`config.mk`:
```
export PLATFORM = sky130hd
export DESIGN_NAME = mem_bus_ctrl
export DESIGN_NICKNAME = d
export VERILOG_FILES = /design/src/rtl/mem_bus_ctrl.sv
export SDC_FILE = /design/constraint.sdc
export NUM_CORES = 1
export LEC_CHECK = 0
export CORE_UTILIZATION = 41
export CTS_BUF_LIST = sky130_fd_sc_hd__clkbuf_4 sky130_fd_sc_hd__clkbuf_8
export DETAILED_ROUTE_END_ITERATION = 12
export MAX_ROUTING_LAYER = met4
export PLACE_DENSITY = 0.95
export SYNTH_ARGS = -nofsm -noshare
export SYNTH_HDL_FRONTEND = slang
export SYNTH_SLANG_ARGS = --single-unit
```
`constraint.sdc`:
```
create_clock -name clk -period 2.76 [get_ports clk]
set_input_delay 0.414 -clock clk [delete_from_list [all_inputs] [get_ports clk]]
set_output_delay 0.414 -clock clk [all_outputs]
set_load 0.02 [all_outputs]
```
`src/rtl/mem_bus_ctrl.sv`:
```
// Memory-bus controller: decodes master address into one-hot slave strobes,
// inserts per-region wait states and registers muxed read data.
module mem_bus_ctrl #(
  parameter int ADDR_W    = 16,
  parameter int DATA_W    = 16,
  parameter int N_REGIONS = 4,
  parameter int SEL_W     = 4,
  parameter logic [N_REGIONS*SEL_W-1:0] REGION_IDS =
    {4'h3, 4'h2, 4'h1, 4'h0},
  parameter int WAIT_W    = 4,
  parameter logic [N_REGIONS*WAIT_W-1:0] REGION_WAIT =
    {4'd1, 4'd1, 4'd1, 4'd1},
  parameter logic [DATA_W-1:0] ERR_DATA = '1
) (
  input  logic                        clk,
  input  logic                        reset,
  input  logic                        mst_en,
  input  logic                        mst_we,
  input  logic [ADDR_W-1:0]           mst_addr,
  input  logic [DATA_W-1:0]           mst_wdata,
  output logic [DATA_W-1:0]           mst_rdata,
  output logic                        mst_ready,
  output logic                        mst_err,
  output logic [N_REGIONS-1:0]        slv_ce,
  output logic [N_REGIONS-1:0]        slv_oce,
  output logic [N_REGIONS-1:0]        slv_we,
  output logic [ADDR_W-SEL_W-1:0]     slv_addr,
  output logic [DATA_W-1:0]           slv_wdata,
  input  logic [N_REGIONS*DATA_W-1:0] slv_rdata
);

  localparam int SA_W = ADDR_W - SEL_W;

  typedef enum logic [1:0] {
    IDLE,
    ACCESS,
    DONE,
    ERR
  } state_e;

  state_e               state_q, state_d;
  logic [WAIT_W-1:0]    cnt_q, cnt_d;
  logic [N_REGIONS-1:0] sel_q, sel_d;
  logic                 we_q, we_d;
  logic [SA_W-1:0]      addr_q, addr_d;
  logic [DATA_W-1:0]    wdata_q, wdata_d;
  logic [DATA_W-1:0]    rdata_q, rdata_d;

  logic [N_REGIONS-1:0] hit_oh;
  logic [WAIT_W-1:0]    hit_wait;
  logic                 hit;
  logic [DATA_W-1:0]    rd_mux;

  // Scan high to low so the lowest matching region overrides the rest.
  always_comb begin
    hit_oh   = '0;
    hit_wait = '0;
    for (int i = N_REGIONS - 1; i >= 0; i--) begin
      if (mst_addr[ADDR_W-1 -: SEL_W] ==
          REGION_IDS[i*SEL_W +: SEL_W]) begin
        hit_oh    = '0;
        hit_oh[i] = 1'b1;
        hit_wait  = REGION_WAIT[i*WAIT_W +: WAIT_W];
      end
    end
  end

  assign hit = |hit_oh;

  always_comb begin
    rd_mux = '0;
    for (int i = 0; i < N_REGIONS; i++) begin
      if (sel_q[i]) rd_mux = rd_mux | slv_rdata[i*DATA_W +: DATA_W];
    end
  end

  always_comb begin
    state_d = state_q;
    cnt_d   = cnt_q;
    sel_d   = sel_q;
    we_d    = we_q;
    addr_d  = addr_q;
    wdata_d = wdata_q;
    rdata_d = rdata_q;
    unique case (state_q)
      IDLE: begin
        if (mst_en) begin
          we_d    = mst_we;
          addr_d  = mst_addr[SA_W-1:0];
          wdata_d = mst_wdata;
          sel_d   = hit_oh;
          if (hit) begin
            cnt_d   = hit_wait;
            state_d = ACCESS;
          end else begin
            state_d = ERR;
            if (!mst_we) rdata_d = ERR_DATA;
          end
        end
      end
      ACCESS: begin
        if (cnt_q != '0) begin
          cnt_d = cnt_q - 1'b1;
        end else begin
          state_d = DONE;
          if (!we_q) rdata_d = rd_mux;
        end
      end
      DONE, ERR: begin
        if (!mst_en) state_d = IDLE;
      end
      default: state_d = IDLE;
    endcase
  end

  always_ff @(posedge clk) begin
    if (reset) begin
      state_q <= IDLE;
      cnt_q   <= '0;
      sel_q   <= '0;
      we_q    <= 1'b0;
      addr_q  <= '0;
      wdata_q <= '0;
      rdata_q <= '0;
    end else begin
      state_q <= state_d;
      cnt_q   <= cnt_d;
      sel_q   <= sel_d;
      we_q    <= we_d;
      addr_q  <= addr_d;
      wdata_q <= wdata_d;
      rdata_q <= rdata_d;
    end
  end

  assign slv_ce    = (state_q == ACCESS) ? sel_q : '0;
  assign slv_oce   = slv_ce & {N_REGIONS{~we_q}};
  assign slv_we    = slv_ce & {N_REGIONS{we_q}};
  assign slv_addr  = addr_q;
  assign slv_wdata = wdata_q;
  assign mst_rdata = rdata_q;
  assign mst_ready = (state_q == DONE) || (state_q == ERR);
  assign mst_err   = (state_q == ERR);

endmodule

```
Yosys cells after proc, flatten, opt, wreduce, memory -nomap -nowiden
Index checks and enable logic that the tools add are counted.
- register bits: 55
- input bits: 100
- output and inout port bits: 58
- add/subtract/negate cells: 1
- equality and inequality tests: 14
- mux-type cells: 28
- bitwise operators: 6
- reductions and logical operators: 11
- operators with widths (kind ; count):
    16-bit 2-to-1 mux ; 9
    16-bit OR ; 3
    4-bit 2-to-1 mux ; 11
    16-bit one-hot mux with 2 select lines ; 1
    2-bit inequality test (second input constant) ; 8
    4-bit bitwise AND ; 2
    4-bit by 2-bit == test with 1-bit output (second input constant) ; 2
    2-bit 2-to-1 mux ; 4
    4-bit one-hot mux with 2 select lines ; 1
    2-bit one-hot mux with 3 select lines ; 1
    6-bit AND reduction ; 1
    2-bit == test (second input constant) ; 2
    4-bit by 1-bit == test with 1-bit output (second input constant) ; 1
    4-bit logical NOT ; 1
    4-bit AND reduction ; 1
    4-bit nonzero test ; 1
    4-bit OR reduction ; 1
    4-bit by 1-bit subtractor with 4-bit output (second input constant) ; 1
    3-bit AND reduction ; 1
    2-bit by 1-bit == test with 1-bit output (second input constant) ; 1
    2-bit logical NOT ; 1
    2-bit AND reduction ; 1
    2-bit nonzero test ; 1
    2-bit OR reduction ; 1
    3 further kinds ; 3

Longest topological paths before layout
- depth after elaboration: 10
- depth in mapped cells: 8
- depth with buffers taken out: 6

Worst setup path before layout
OpenSTA, ideal clock, no wires.
- path kind: register to register
- start: reg cnt_q[0]
- end: reg rdata_q[12] (netlist: mst_rdata[12])
- library setup time: 89 ps
- data arrival time: 1760 ps
- required time: 2671 ps
- setup slack: 911 ps
- cell stages (with the launch flop): 9
- period minus slack after synthesis: 1849 ps
- path through: dfxtp_1 -> inv_1 -> ha_1 -> or3b_1 -> buf_2 -> o32ai_4 -> buf_6 -> nor2_1 -> a311oi_2
- cells in the longest elaborated chain, start to end: 3
- ends and longest elaborated chain (element ; RTL line ; source):
    from (decl) ; 42 ; logic [WAIT_W-1:0] cnt_q, cnt_d;
    from (signal assigned) ; 127 ; cnt_q <= cnt_d;
    4-bit nonzero test ; 102 ; if (cnt_q != '0) begin
    2-bit inequality test (no line) ; n/a ;
    6-bit AND reduction (no line) ; n/a ;
    to (signal assigned) ; 132 ; rdata_q <= rdata_d;
    to (decl) ; 47 ; logic [DATA_W-1:0] rdata_q, rdata_d;
No other way between the ends.
A chain may end at the register's enable or synchronous reset.

Final worst setup path
- start: reg state_q[0]
- end: out slv_we[3]
- cells in the longest elaborated chain, start to end: 3
- ends and longest elaborated chain (element ; RTL line ; source):
    from (decl) ; 41 ; state_e state_q, state_d;
    from (signal assigned) ; 126 ; state_q <= state_d;
    2-bit by 1-bit == test with 1-bit output ; 136 ; assign slv_ce = (state_q == ACCESS) ? sel_q : '0;
    4-bit 2-to-1 mux ; 136 ;
    4-bit bitwise AND ; 138 ; assign slv_we = slv_ce & {N_REGIONS{we_q}};
    to (decl) ; 26 ; output logic [N_REGIONS-1:0] slv_we,
No other way between the ends.

==> flow_metrics.env <==
export IMPL_powerDensity_nw_per_um2=482.8
export IMPL_fin_crit_ps=2498
export IMPL_critPathCaptureType="primary output"
export IMPL_cts_sinks=55
export IMPL_post_route_period_util_pct=90.52
export IMPL_syn_to_final_growth_pct=67.81
export IMPL_max_slew_margin_pct=57.38
export IMPL_ys_types=34
export IMPL_critPathLaunch="state_q[0]"
export IMPL_grt_util_all_layers_pct=28.21
export IMPL_finClkSkew_ps=7.263
export IMPL_io_pins=158
export IMPL_crit_slowest_cell="clkdlybuf4s50_1"
export IMPL_rsz0062_at_grt="false"
export IMPL_reg2reg_from="cnt_q[0]"
export IMPL_layout_common_cells="clkdlybuf4s50_1 (156), nand2_1 (62), dfxtp_1 (55)"
export IMPL_critPathKind="reg2out"
export IMPL_hold_start="slv_wdata[6]"
export IMPL_cap_violations=0
export IMPL_syn_nets=402
export IMPL_die_area_um2=6539
export IMPL_htree_num_levels=2
export IMPL_finalNetCount=546
export IMPL_grt_pass1_wl_um=13750
export IMPL_place_hpwl_um=6722
export IMPL_antenna_found_initial=1
export IMPL_post_cts_setup_buffers=0
export IMPL_drive_gt1_share_pct=8.296
export IMPL_numPortBuffers=157
export IMPL_chipHeight_um=80.87
export IMPL_cts_buffers=5
export IMPL_core_area_um2=5956
export IMPL_ctsRootBufferMaster="clkbuf_8"
export IMPL_yosysSeqAreaShare_pct=43.18
export IMPL_critical_path_startpoint_type="flop"
export IMPL_yosysWarningCount=0
export IMPL_setup_violations=0
export IMPL_netlist_instances=301
export IMPL_cts_tree="yes"
export IMPL_grt_max_degree=36
export IMPL_ys_ff_latch=55
export IMPL_worst_pin_slew_ps=639.3
export IMPL_worstPathMaxFanout=11
export IMPL_hold_ws_ps=461.6
export IMPL_slowest_delay_ps=630
export IMPL_grt_pass1_vias=2877
export IMPL_arrival_ps=2080
export IMPL_cts_resized=0
export IMPL_drc=0
export IMPL_final_common_cell="clkdlybuf4s50_1"
export IMPL_finalHoldViolCount=0
export IMPL_die_w_um=80.87
export IMPL_rows=28
export IMPL_overflow=0
export IMPL_drtIter0Drc=149
export IMPL_tns_ps=0
export IMPL_ant_nets=0
export IMPL_wirelength_um=8930
export IMPL_clkLatencyLatePin_ps=300
export IMPL_required_ps=2350
export IMPL_synth_area_um2=2550
export IMPL_syn_avg_cell_area_um2=8.472
export IMPL_hp_class="reg2reg"
export IMPL_clock_fmax_ghz=0.4003
export IMPL_slew_viol_final=0
export IMPL_cts_buffer_depth=2
export IMPL_p_leak_nw=1.516
export IMPL_ir_drop_mv=0.3136
export IMPL_initial_core_util_pct=42.82
export IMPL_via_count=2896
export IMPL_hold_buffers=0
export IMPL_vias_per_cell=5.548
export IMPL_outcome="complete, no violations"
export IMPL_gp_congestion=0.8412
export IMPL_path_cells="nor2b_1 > buf_4 > and3_1 > clkdlybuf4s50_1"
export IMPL_wire_per_inst_um=17.11
export IMPL_clk_pin_slew_ps=100
export IMPL_drt_pass1_iterations=5
[sequential cells by signal, summed over array words and instances, names as in the netlist]
| register | flops |
|---|---|
| we_q | 1 |
| state_q | 2 |
| cnt_q | 4 |
| sel_q | 4 |
| slv_wdata | 16 |
| mst_rdata | 16 |
| slv_addr | 12 |
[kinds of logic after synthesis]
group                      count (synthesis)  share of synthesized area (%)
and+or+nand+nor                          112                          19.19
AOI/OAI and AO/OA                         97                          30.67
DFF                                       55                          43.18
buffers and inverters                     35                          6.035
muxes                                      1                         0.4416
adders and majority gates                  1                         0.4906
[per-layer routing]
metal / GRT usage (%) / vias up / wire [um]
li1: - / 1372 / -
met3: 6.292 / 28 / 784
met2: 50.17 / 152 / 4538
met5: - / - / 0
met4: 14.29 / 0 / 357
met1: 29.02 / 1344 / 3249
[area by class of cell]
| cell class | instances | area (um2) |
|---|---|---|
| multi-input cells | 211 | 1300 |
| clock inverters | 2 | 35.03 |
| clock buffers | 6 | 82.58 |
| diodes | 1 | 2.502 |
| repair buffers | 168 | 1649 |
| flip-flops and latches | 55 | 1101 |
| fillers | 421 | 1677 |
| well taps | 75 | 93.84 |
| inverters | 4 | 15.01 |
[critical path, delay by kind of cell (launching register included)]
family        cells  cell delay (ps)
flops             1              550
buf+inv           2              820
simple gates      2              410
[report_power, final]
group / switching, W / internal, W / leakage (nW)
sequential: 0.0000457 / 0.000860 / 0.451
clock: 0.000257 / 0.000294 / 0.0612
combinational: 0.000292 / 0.000317 / 1.00
[per-stage QoR]
step           utilization, %  setup WS (ps)  instances  instance area (um2)  total power (W)
2_1_floorplan               -          911.1        301                 2550         0.001212
3_3_place_gp            69.83          529.8        513                 4159         0.001506
3_5_place_dp            69.83          385.2        513                 4159         0.001530
4_1_cts                 71.81          260.8        521                 4277         0.002076
5_1_grt                 71.85          149.5        522                 4279         0.002169
6_report                71.85          261.7        522                 4279         0.002066
[path summary, 6_finish.rpt]
kind | to | slack, ps | cells past startpoint
worst max-delay path | slv_we[3] | 260 | 4
worst min-delay path | slv_wdata[6] | 460 | 2
worst min register to register | slv_wdata[6] | 460 | 2
worst max register to register | mst_rdata[3] | 490 | 7
[synth_stat cells]
cell type	count	share of area (%)
o21ai_0	3	0.59
o41ai_1	1	0.34
nor2_1	25	3.7
buf_2	3	0.59
a311oi_1	2	0.69
nor4_1	1	0.25
nand2_1	62	9.1
o211ai_1	1	0.29
and3_1	4	0.98
buf_4	1	0.29
mux2_2	1	0.44
o32ai_4	1	1.1
a311oi_2	14	8.2
nor3_1	2	0.39
buf_6	2	0.88
ha_1	1	0.49
nor2b_1	1	0.25
nor3b_1	1	0.29
clkbuf_1	25	3.7
o21bai_1	2	0.59
a211o_1	1	0.34
inv_1	4	0.59
a211oi_1	1	0.29
a21oi_1	35	6.9
a221oi_1	16	5.5
and2_1	9	2.2
or3b_1	2	0.69
o31ai_1	1	0.29
nor4b_1	1	0.34
nand2b_1	2	0.49
nand4_1	2	0.49
dfxtp_1	55	43
a22oi_1	18	5.3
a31oi_1	1	0.25
No activity file was read; power rests on OpenSTA's default activity.
